$ cat src/rtl/hbus_pkg.sv
// Shared types and constants for the Wishbone-to-HyperBus bridge.
package hbus_pkg;

  localparam int unsigned HB_DW = 16;
  localparam int unsigned HB_MW = HB_DW / 8;

  typedef enum logic [2:0] {
    IDLE,
    REQ_LO,
    WAIT_LO,
    REQ_HI,
    WAIT_HI,
    ACK
  } state_e;

endpackage

$ cat src/rtl/hbus_req_seq.sv
// One-half request/wait handshake towards the hyperbus controller.
// The parent FSM says when it is requesting or waiting; this block turns that
// into wrq/rrq pulses, a completion flag and (with HBUS_BRIDGE_TIMEOUT_EN) a
// timeout flag.
module hbus_req_seq
  import hbus_pkg::*;
#(
  parameter int unsigned TIMEOUT_CYCLES = 1024
) (
  input  logic clk,
  input  logic rst,
  input  logic req_en,
  input  logic wait_en,
  input  logic we,
  input  logic ready,
  input  logic valid,
  output logic wrq,
  output logic rrq,
  output logic issued,
  output logic done,
  output logic timeout
);

  // Issue only while the controller is idle; completion is valid while waiting.
  always_comb begin
    issued = req_en & ready;
    wrq    = issued & we;
    rrq    = issued & ~we;
    done   = wait_en & valid;
  end

`ifdef HBUS_BRIDGE_TIMEOUT_EN
  logic [31:0] cnt_q, cnt_d;

  // Counter restarts whenever the parent is not waiting, so it is 0 on WAIT entry.
  always_comb begin
    cnt_d = '0;
    if (wait_en && !valid) begin
      cnt_d = cnt_q + 32'd1;
    end
    timeout = wait_en & ~valid & (cnt_q == 32'(TIMEOUT_CYCLES - 1));
  end

  // Wait-cycle counter register.
  always_ff @(posedge clk or posedge rst) begin
    if (rst) begin
      cnt_q <= '0;
    end else begin
      cnt_q <= cnt_d;
    end
  end
`else
  logic [32:0] unused_seq;

  // Without the timeout feature a wait never expires.
  always_comb begin
    timeout    = 1'b0;
    unused_seq = {clk | rst, 32'(TIMEOUT_CYCLES)};
  end
`endif

endmodule

$ cat src/rtl/hbus_wb_bridge.sv
// Wishbone classic 32-bit slave feeding the hyperbus request port.
// Each access is split into up to two 16-bit controller transactions, low half
// first; halves with no byte selects are skipped.
// Optional feature macro: HBUS_BRIDGE_TIMEOUT_EN (per-transaction timeout, wb_err_o).
module hbus_wb_bridge
  import hbus_pkg::*;
#(
  parameter int unsigned REG_SPACE_BIT  = 31,
  parameter int unsigned TIMEOUT_CYCLES = 1024
) (
  input  logic        clk,
  input  logic        rst,
  input  logic [31:0] wb_adr_i,
  input  logic [31:0] wb_dat_i,
  input  logic [3:0]  wb_sel_i,
  input  logic        wb_we_i,
  input  logic        wb_cyc_i,
  input  logic        wb_stb_i,
  output logic [31:0] wb_dat_o,
  output logic        wb_ack_o,
  output logic        wb_err_o,
  output logic [31:0] hb_adr_o,
  output logic [15:0] hb_dat_o,
  input  logic [15:0] hb_dat_i,
  output logic [1:0]  hb_mask_o,
  output logic        hb_reg_space_o,
  output logic        hb_wrq_o,
  output logic        hb_rrq_o,
  input  logic        hb_ready_i,
  input  logic        hb_valid_i
);

  state_e      state_q, state_d;
  logic [29:0] wadr_q, wadr_d;
  logic [31:0] wdat_q, wdat_d;
  logic [3:0]  sel_q, sel_d;
  logic        we_q, we_d;
  logic        rs_q, rs_d;
  logic [31:0] rdat_q, rdat_d;

  logic [31:0]      a_clr;
  logic [1:0]       unused_adr_lsb;
  logic             busy, hi, req_en, wait_en;
  logic [HB_MW-1:0] half_sel;
  logic             seq_issued, seq_done, seq_timeout;

  hbus_req_seq #(
    .TIMEOUT_CYCLES(TIMEOUT_CYCLES)
  ) u_seq (
    .clk     (clk),
    .rst     (rst),
    .req_en  (req_en),
    .wait_en (wait_en),
    .we      (we_q),
    .ready   (hb_ready_i),
    .valid   (hb_valid_i),
    .wrq     (hb_wrq_o),
    .rrq     (hb_rrq_o),
    .issued  (seq_issued),
    .done    (seq_done),
    .timeout (seq_timeout)
  );

  // Address with the register-space bit cleared; byte offset bits are dropped.
  always_comb begin
    a_clr          = wb_adr_i & ~(32'd1 << REG_SPACE_BIT);
    unused_adr_lsb = a_clr[1:0];
  end

  // Next-state and latch logic for the access sequencer.
  always_comb begin
    state_d = state_q;
    wadr_d  = wadr_q;
    wdat_d  = wdat_q;
    sel_d   = sel_q;
    we_d    = we_q;
    rs_d    = rs_q;
    rdat_d  = rdat_q;
    case (state_q)
      IDLE: begin
        if (wb_cyc_i && wb_stb_i) begin
          wadr_d = a_clr[31:2];
          wdat_d = wb_dat_i;
          sel_d  = wb_sel_i;
          we_d   = wb_we_i;
          rs_d   = wb_adr_i[REG_SPACE_BIT];
          if (!wb_we_i) begin
            rdat_d = '0;
          end
          if (wb_sel_i == 4'b0000) begin
            state_d = ACK;
          end else if (wb_sel_i[1:0] != 2'b00) begin
            state_d = REQ_LO;
          end else begin
            state_d = REQ_HI;
          end
        end
      end
      REQ_LO: begin
        if (seq_issued) begin
          state_d = WAIT_LO;
        end
      end
      WAIT_LO: begin
        if (seq_done) begin
          if (!we_q) begin
            rdat_d[HB_DW-1:0] = hb_dat_i;
          end
          state_d = (sel_q[3:2] != 2'b00) ? REQ_HI : ACK;
        end else if (seq_timeout) begin
          state_d = IDLE;
        end
      end
      REQ_HI: begin
        if (seq_issued) begin
          state_d = WAIT_HI;
        end
      end
      WAIT_HI: begin
        if (seq_done) begin
          if (!we_q) begin
            rdat_d[2*HB_DW-1:HB_DW] = hb_dat_i;
          end
          state_d = ACK;
        end else if (seq_timeout) begin
          state_d = IDLE;
        end
      end
      ACK: begin
        state_d = IDLE;
      end
      default: begin
        state_d = IDLE;
      end
    endcase
  end

  // Sequencer state and latched access registers.
  always_ff @(posedge clk or posedge rst) begin
    if (rst) begin
      state_q <= IDLE;
      wadr_q  <= '0;
      wdat_q  <= '0;
      sel_q   <= '0;
      we_q    <= 1'b0;
      rs_q    <= 1'b0;
      rdat_q  <= '0;
    end else begin
      state_q <= state_d;
      wadr_q  <= wadr_d;
      wdat_q  <= wdat_d;
      sel_q   <= sel_d;
      we_q    <= we_d;
      rs_q    <= rs_d;
      rdat_q  <= rdat_d;
    end
  end

  // Controller-side outputs are driven only while a half is in flight.
  always_comb begin
    req_en   = (state_q == REQ_LO) || (state_q == REQ_HI);
    wait_en  = (state_q == WAIT_LO) || (state_q == WAIT_HI);
    busy     = req_en | wait_en;
    hi       = (state_q == REQ_HI) || (state_q == WAIT_HI);
    half_sel = hi ? sel_q[3:2] : sel_q[1:0];

    hb_adr_o       = busy ? {1'b0, wadr_q, hi} : '0;
    hb_dat_o       = busy ? (hi ? wdat_q[2*HB_DW-1:HB_DW] : wdat_q[HB_DW-1:0]) : '0;
    hb_mask_o      = busy ? ~half_sel : '0;
    hb_reg_space_o = busy & rs_q;

    wb_dat_o = rdat_q;
    wb_ack_o = (state_q == ACK) & wb_cyc_i;
    wb_err_o = seq_timeout & wb_cyc_i;
  end

endmodule

$ cat config.mk
export PLATFORM = sky130hd
export DESIGN_NAME = hbus_wb_bridge
export DESIGN_NICKNAME = d
export VERILOG_FILES = /design/src/rtl/hbus_pkg.sv /design/src/rtl/hbus_req_seq.sv /design/src/rtl/hbus_wb_bridge.sv
export SDC_FILE = /design/constraint.sdc
export NUM_CORES = 1
export LEC_CHECK = 0
export BUFFER_PORTS_ARGS = -buffer_cell sky130_fd_sc_hd__buf_4
export CORE_MARGIN = 3
export CORE_UTILIZATION = 50
export DETAILED_ROUTE_END_ITERATION = 10
export HOLD_SLACK_MARGIN = 0.02
export PLACE_DENSITY = 0.9
export SETUP_SLACK_MARGIN = 0.02
export SYNTH_ARGS = -nofsm -noshare
export SYNTH_HDL_FRONTEND = slang
export SYNTH_HIERARCHICAL = 1
export SYNTH_SLANG_ARGS = --single-unit
$ cat constraint.sdc
create_clock -name clk -period 7.3 [get_ports clk]
set_input_delay 1.46 -clock clk [delete_from_list [all_inputs] [get_ports clk]]
set_output_delay 1.46 -clock clk [all_outputs]
set_load 0.03 [all_outputs]
# After elaboration in Yosys (flattened, before gate mapping)
# Cells that the tools add are included.
# totals
output_inout_bits	87
regBits	102
ramBits	0
memories	0
mem_bits_ro	0
in_bits	91
latch_bits	0
# classes
shift	0
magnitude_cmp	0
n_mux	20
bitwise	9
addsub	0
n_eq_ne	13
multipliers	0
n_reduce_logical	14
div	0
# ops
cell	count
$mux 16	4
$mux 32	2
$pmux 16 s2	2
$mux 30	1
$mux 3	7
$ne 2x2->1 const B	8
$pmux 3 s5	1
$reduce_and 5->1	3
$reduce_bool 2->1	4
$and 1x1->1	6
$eq 3x2->1 const B	2
$eq 3x3->1 const B	2
$mux 2	3
$logic_not 4->1	1
$eq 3x1->1 const B	1
$logic_not 3->1	1
$logic_or 1x1->1	3
$not 2->2	1
$reduce_and 2->1	1
$logic_and 1x1->1	1
$not 1->1	1
$or 1x1->1	1

# Longest topological paths before layout
# depth
ltp_word	5
ltp_mapped	10
mapped_depth_nobuf	7

# By module
# The synthesis kept the hierarchy.
# by_module_without_submodules
mod	area_per_inst_um2	cells_each	instances	seq_area_each_um2
hbus_wb_bridge	4765.8	430	1	2552.4
hbus_req_seq	40.0	6	1	0.0

# Least setup slack after synthesis
# Ideal clock, no wire load.
# synth_timing
kind	flip-flop to output port
startpoint	reg state_q[1]
endpoint	out hb_dat_o[10]
slack_ns	3.874
stages_incl_launch_ff	9
n_path_buf	3
arrival_ns	1.966
cell_sequence	dfrtp_1 > buf_6 > nand2b_1 > o21a_1 > buf_2 > inv_2 > buf_2 > nand2_1 > a21oi_1
# synth_between
elab_chain_cells	4
# synth_lines
item	line	text
start: declaration	hbus_wb_bridge.sv:33	state_e state_q, state_d;
start signal: assignment	hbus_wb_bridge.sv:149	state_q <= state_d;
$eq 3x2->1 (tied with other cells)	hbus_wb_bridge.sv:161, hbus_wb_bridge.sv:164	
$logic_or 1x1->1 (on tied branches)	hbus_wb_bridge.sv:164, hbus_wb_bridge.sv:161, hbus_wb_bridge.sv:162	
$mux 16 / $or 1x1->1 (equally long branches)	hbus_wb_bridge.sv:168, hbus_wb_bridge.sv:163	
$mux 16 *	hbus_wb_bridge.sv:168	hb_dat_o = busy ? (hi ? wdat_q[2*HB_DW-1:HB_DW] : wdat_q[HB_DW-1:0]) : '0;
end: declaration	hbus_wb_bridge.sv:23	output logic [15:0] hb_dat_o,
# Every way passes the cells marked *; elsewhere a longest branch is shown, timed or not.

# Worst setup path in the final report
# layout_timing
startpoint	reg state_q[1]
endpoint	out hb_dat_o[2]
# The elaborated chain is that of the path after synthesis.

==> impl_metrics.ini <==
[floorplanning]
start_util = 0.518
core_area_sq_um = 9280
placementRows = 35
die-width_um = 104
die_area_sq_um = 10800
die_h_um = 104
design.portCount = 178

[setup_path]
ff2ff_setup_slack_ns = 3.97
cp.depth = 4
r2r-end = wdat_q[19]$_DFFE_PP0P_
critPathMaxStageDelay_ns = 1.04
path_cells = or3_1 > nand2_1 > a21oi_1 > buf_4
worst_path_max_delay_cell = or3_1
worstReg2RegStart = state_q[1]$_DFFE_PP0P_
crit_end = hb_dat_o[2]
cp.arrival_ns = 3.63
timing.critical_path.buf_inv = 1
cp.required_ns = 5.84
crit_type = register to primary output
r2r_cells = 4
path_max_fanout = 37
cpLargestDelayFamily = simple AND/OR/NAND/NOR gates
end_kind = primary output
worstSetupStartpoint = state_q[1]$_DFFE_PP0P_
start_kind = register

[layout]
diodes = 0
fin_nets = 680
final_cells = 723
final_cell_mix = buf_4 (174), nand2_1 (104), dfrtp_1 (102)
final_common_cell = buf_4
fillers = 714
drive_above_1_share = 0.446
syn_to_final_growth_pct = 30.0

[synthesis]
netlist-cell-type-count = 37
synth.cell_area_sq_um = 4810
syn_inst = 436
ys_ff_latch = 102
synth_adder_area_share = 0.00208
synth_top_family_by_area = multiplexers
ys.flop_type = dfrtp_1
syn_avg_cell_area_sq_um = 11.0
synth_compound_area_frac = 0.0666
synthTopCellsByArea = dfrtp_1 (53%), mux2_4 (9.4%), mux2_2 (8.7%)
synth_top_cell_by_area = dfrtp_1
synth_xor_area_frac = 0
synth_edf_count = 0
synthSimpleGateAreaFrac = 0.167
yosysWarnings = 6
synth_mux_area_frac = 0.180
synth_top_area_share = 0.531
async_reset_ff_frac = 1.00
synth_seq_area_share = 0.531

[placement]
io_buffers = 172
gp_congestion = 0.851
dp_hpwl_mm = 8.83
placed_cells = 707

[grt]
grt_usage = 0.224
antenna_found_initial = 1
grt_pass1_wl_mm = 19.9
grt_max_degree = 68
gr-total-overflow = 0
grt_pass1_vias = 3994

[timing]
max_freq_mhz = 196
setup_viol = 0
fin_crit_ns = 5.09
setup_tns_ns = 0
slew_headroom = 0.178
rsz0062_at_grt = false
hold_viol_final = 0
slew_viol_final = 0
fin_worst_skew_ns = 0.0169
worstMarginPinSlew_ns = 1.23
whs_ns = 0.498
fin_crit_sh = 0.697

[clock_network]
postCtsHoldBufs = 0
numCtsBuffers = 9
cts_tree = done
cts_setup_buffers = 0
root_buffer = clkbuf_8
cts_max_level = 3
path_clk_slew_ns = 0.10
clock_latency_ns = 0.36
cts_sinks = 102
cts_buffer_depth = 2
cts_resized = 0

[hold_path]
hp-class = register to register

[drt]
firstDrtPassIters = 5
vias = 3858
drc_errors = 0
viasPerCell = 5.34
drt-initial-drc-count = 174
wirelength_mm = 12.3
wire_per_inst_um = 17.0
drtAntennaViolNets = 0

[pwr]
power_leakage_uw = 0.00311
ir_worst_vdd_mv = 0.386
power.density_nw_per_um2 = 484

[flow_run]
max-cap-violations = 0

[status]
status = complete, no violations
==> per-stage QoR <==
stage | area [sq um] | utilization | setup slack, ns | total power (uW)
2_1_floorplan | 4810 | - | 3.16 | 2130
3_3_place_gp | 6060 | 0.652 | 2.72 | 2640
3_5_place_dp | 6060 | 0.652 | 2.61 | 2700
4_1_cts | 6250 | 0.673 | 2.20 | 3040
5_1_grt | 6250 | 0.673 | 1.95 | 3200
6_report | 6250 | 0.673 | 2.21 | 3030
==> per-layer routing <==
metal	GRT usage	part of all wire	vias to the layer above	wire, um
met5	0	0.0011	-	13
met4	0.0617	0.014	2	173
met3	0.0764	0.089	19	1100
met2	0.374	0.49	177	6000
met1	0.278	0.41	1883	5020
li1	-	-	1777	-
==> cell usage after synthesis (2+ instances only) <==
cell and instances:
nor4_1 2, dfrtp_1 102, inv_1 3, a221o_1 2
clkbuf_1 17, and3_1 33, nor3_1 2, nand2_1 104
o21ai_0 35, conb_1 2, mux2_4 30, and3b_1 2
o22ai_1 2, buf_6 2, a21oi_1 18, buf_4 6
buf_2 3, and2_1 4, buf_12 4, nor2_1 4
nand2b_1 7, mux2_2 37
==> power breakdown <==
part / switching (uW) / total, uW / internal [uW]
Sequential: 176 / 989 / 813
Clock: 202 / 342 / 140
Combinational: 979 / 1700 / 717
==> worst min path at each step <==
stage | startpoint | endpoint | slack [ns] | cells after the start
after detailed placement | wb_dat_o[15]$_DFFE_PP0P_ | wb_dat_o[15]$_DFFE_PP0P_ | 0.48 | 2
after floorplan | rs_q$_DFFE_PP0P_ | rs_q$_DFFE_PP0P_ | 0.47 | 1
final | wb_dat_o[15]$_DFFE_PP0P_ | wb_dat_o[15]$_DFFE_PP0P_ | 0.50 | 2
after global routing | wb_dat_o[15]$_DFFE_PP0P_ | wb_dat_o[15]$_DFFE_PP0P_ | 0.53 | 2
after CTS | wb_dat_o[9]$_DFFE_PP0P_ | wb_dat_o[9]$_DFFE_PP0P_ | 0.50 | 2
after global placement | wb_dat_o[13]$_DFFE_PP0P_ | wb_dat_o[13]$_DFFE_PP0P_ | 0.46 | 2
==> flip-flops by register name, summed over array words and instances, names as in the netlist <==
name / count
state_q: 3
rs_q: 1
we_q: 1
wb_dat_o: 32
sel_q: 4
wadr_q: 29
wdat_q: 32
==> kinds of logic after synthesis <==
logic type / count (synthesis)
AND/OR/NAND/NOR: 167
flip-flops: 102
multiplexers: 67
AO/OA/AOI/OAI: 60
buffers and inverters: 37
other: 2
adder cells (fa/ha/maj): 1
==> worst reg2reg max path: cells and delay by family (launching register included) <==
family	cells	cell delay [ns]
buffers and inverters	1	0.75
flip-flops	1	0.73
multiplexers	1	0.50
AND/OR/NAND/NOR	2	1.25
==> layout make-up <==
| class | instances | area, sq um | share of cell area |
|---|---|---|---|
| inverters | 4 | 17.5 | 0.00280 |
| repair buffers | 174 | 1310 | 0.209 |
| flip-flops and latches | 102 | 2550 | 0.409 |
| clock inverters | 6 | 53.8 | 0.00861 |
| clock buffers | 10 | 138 | 0.0220 |
| well taps | 129 | 161 | 0.0258 |
| multi-input cells | 298 | 2020 | 0.323 |
No activity file was read; power rests on OpenSTA's default activity.
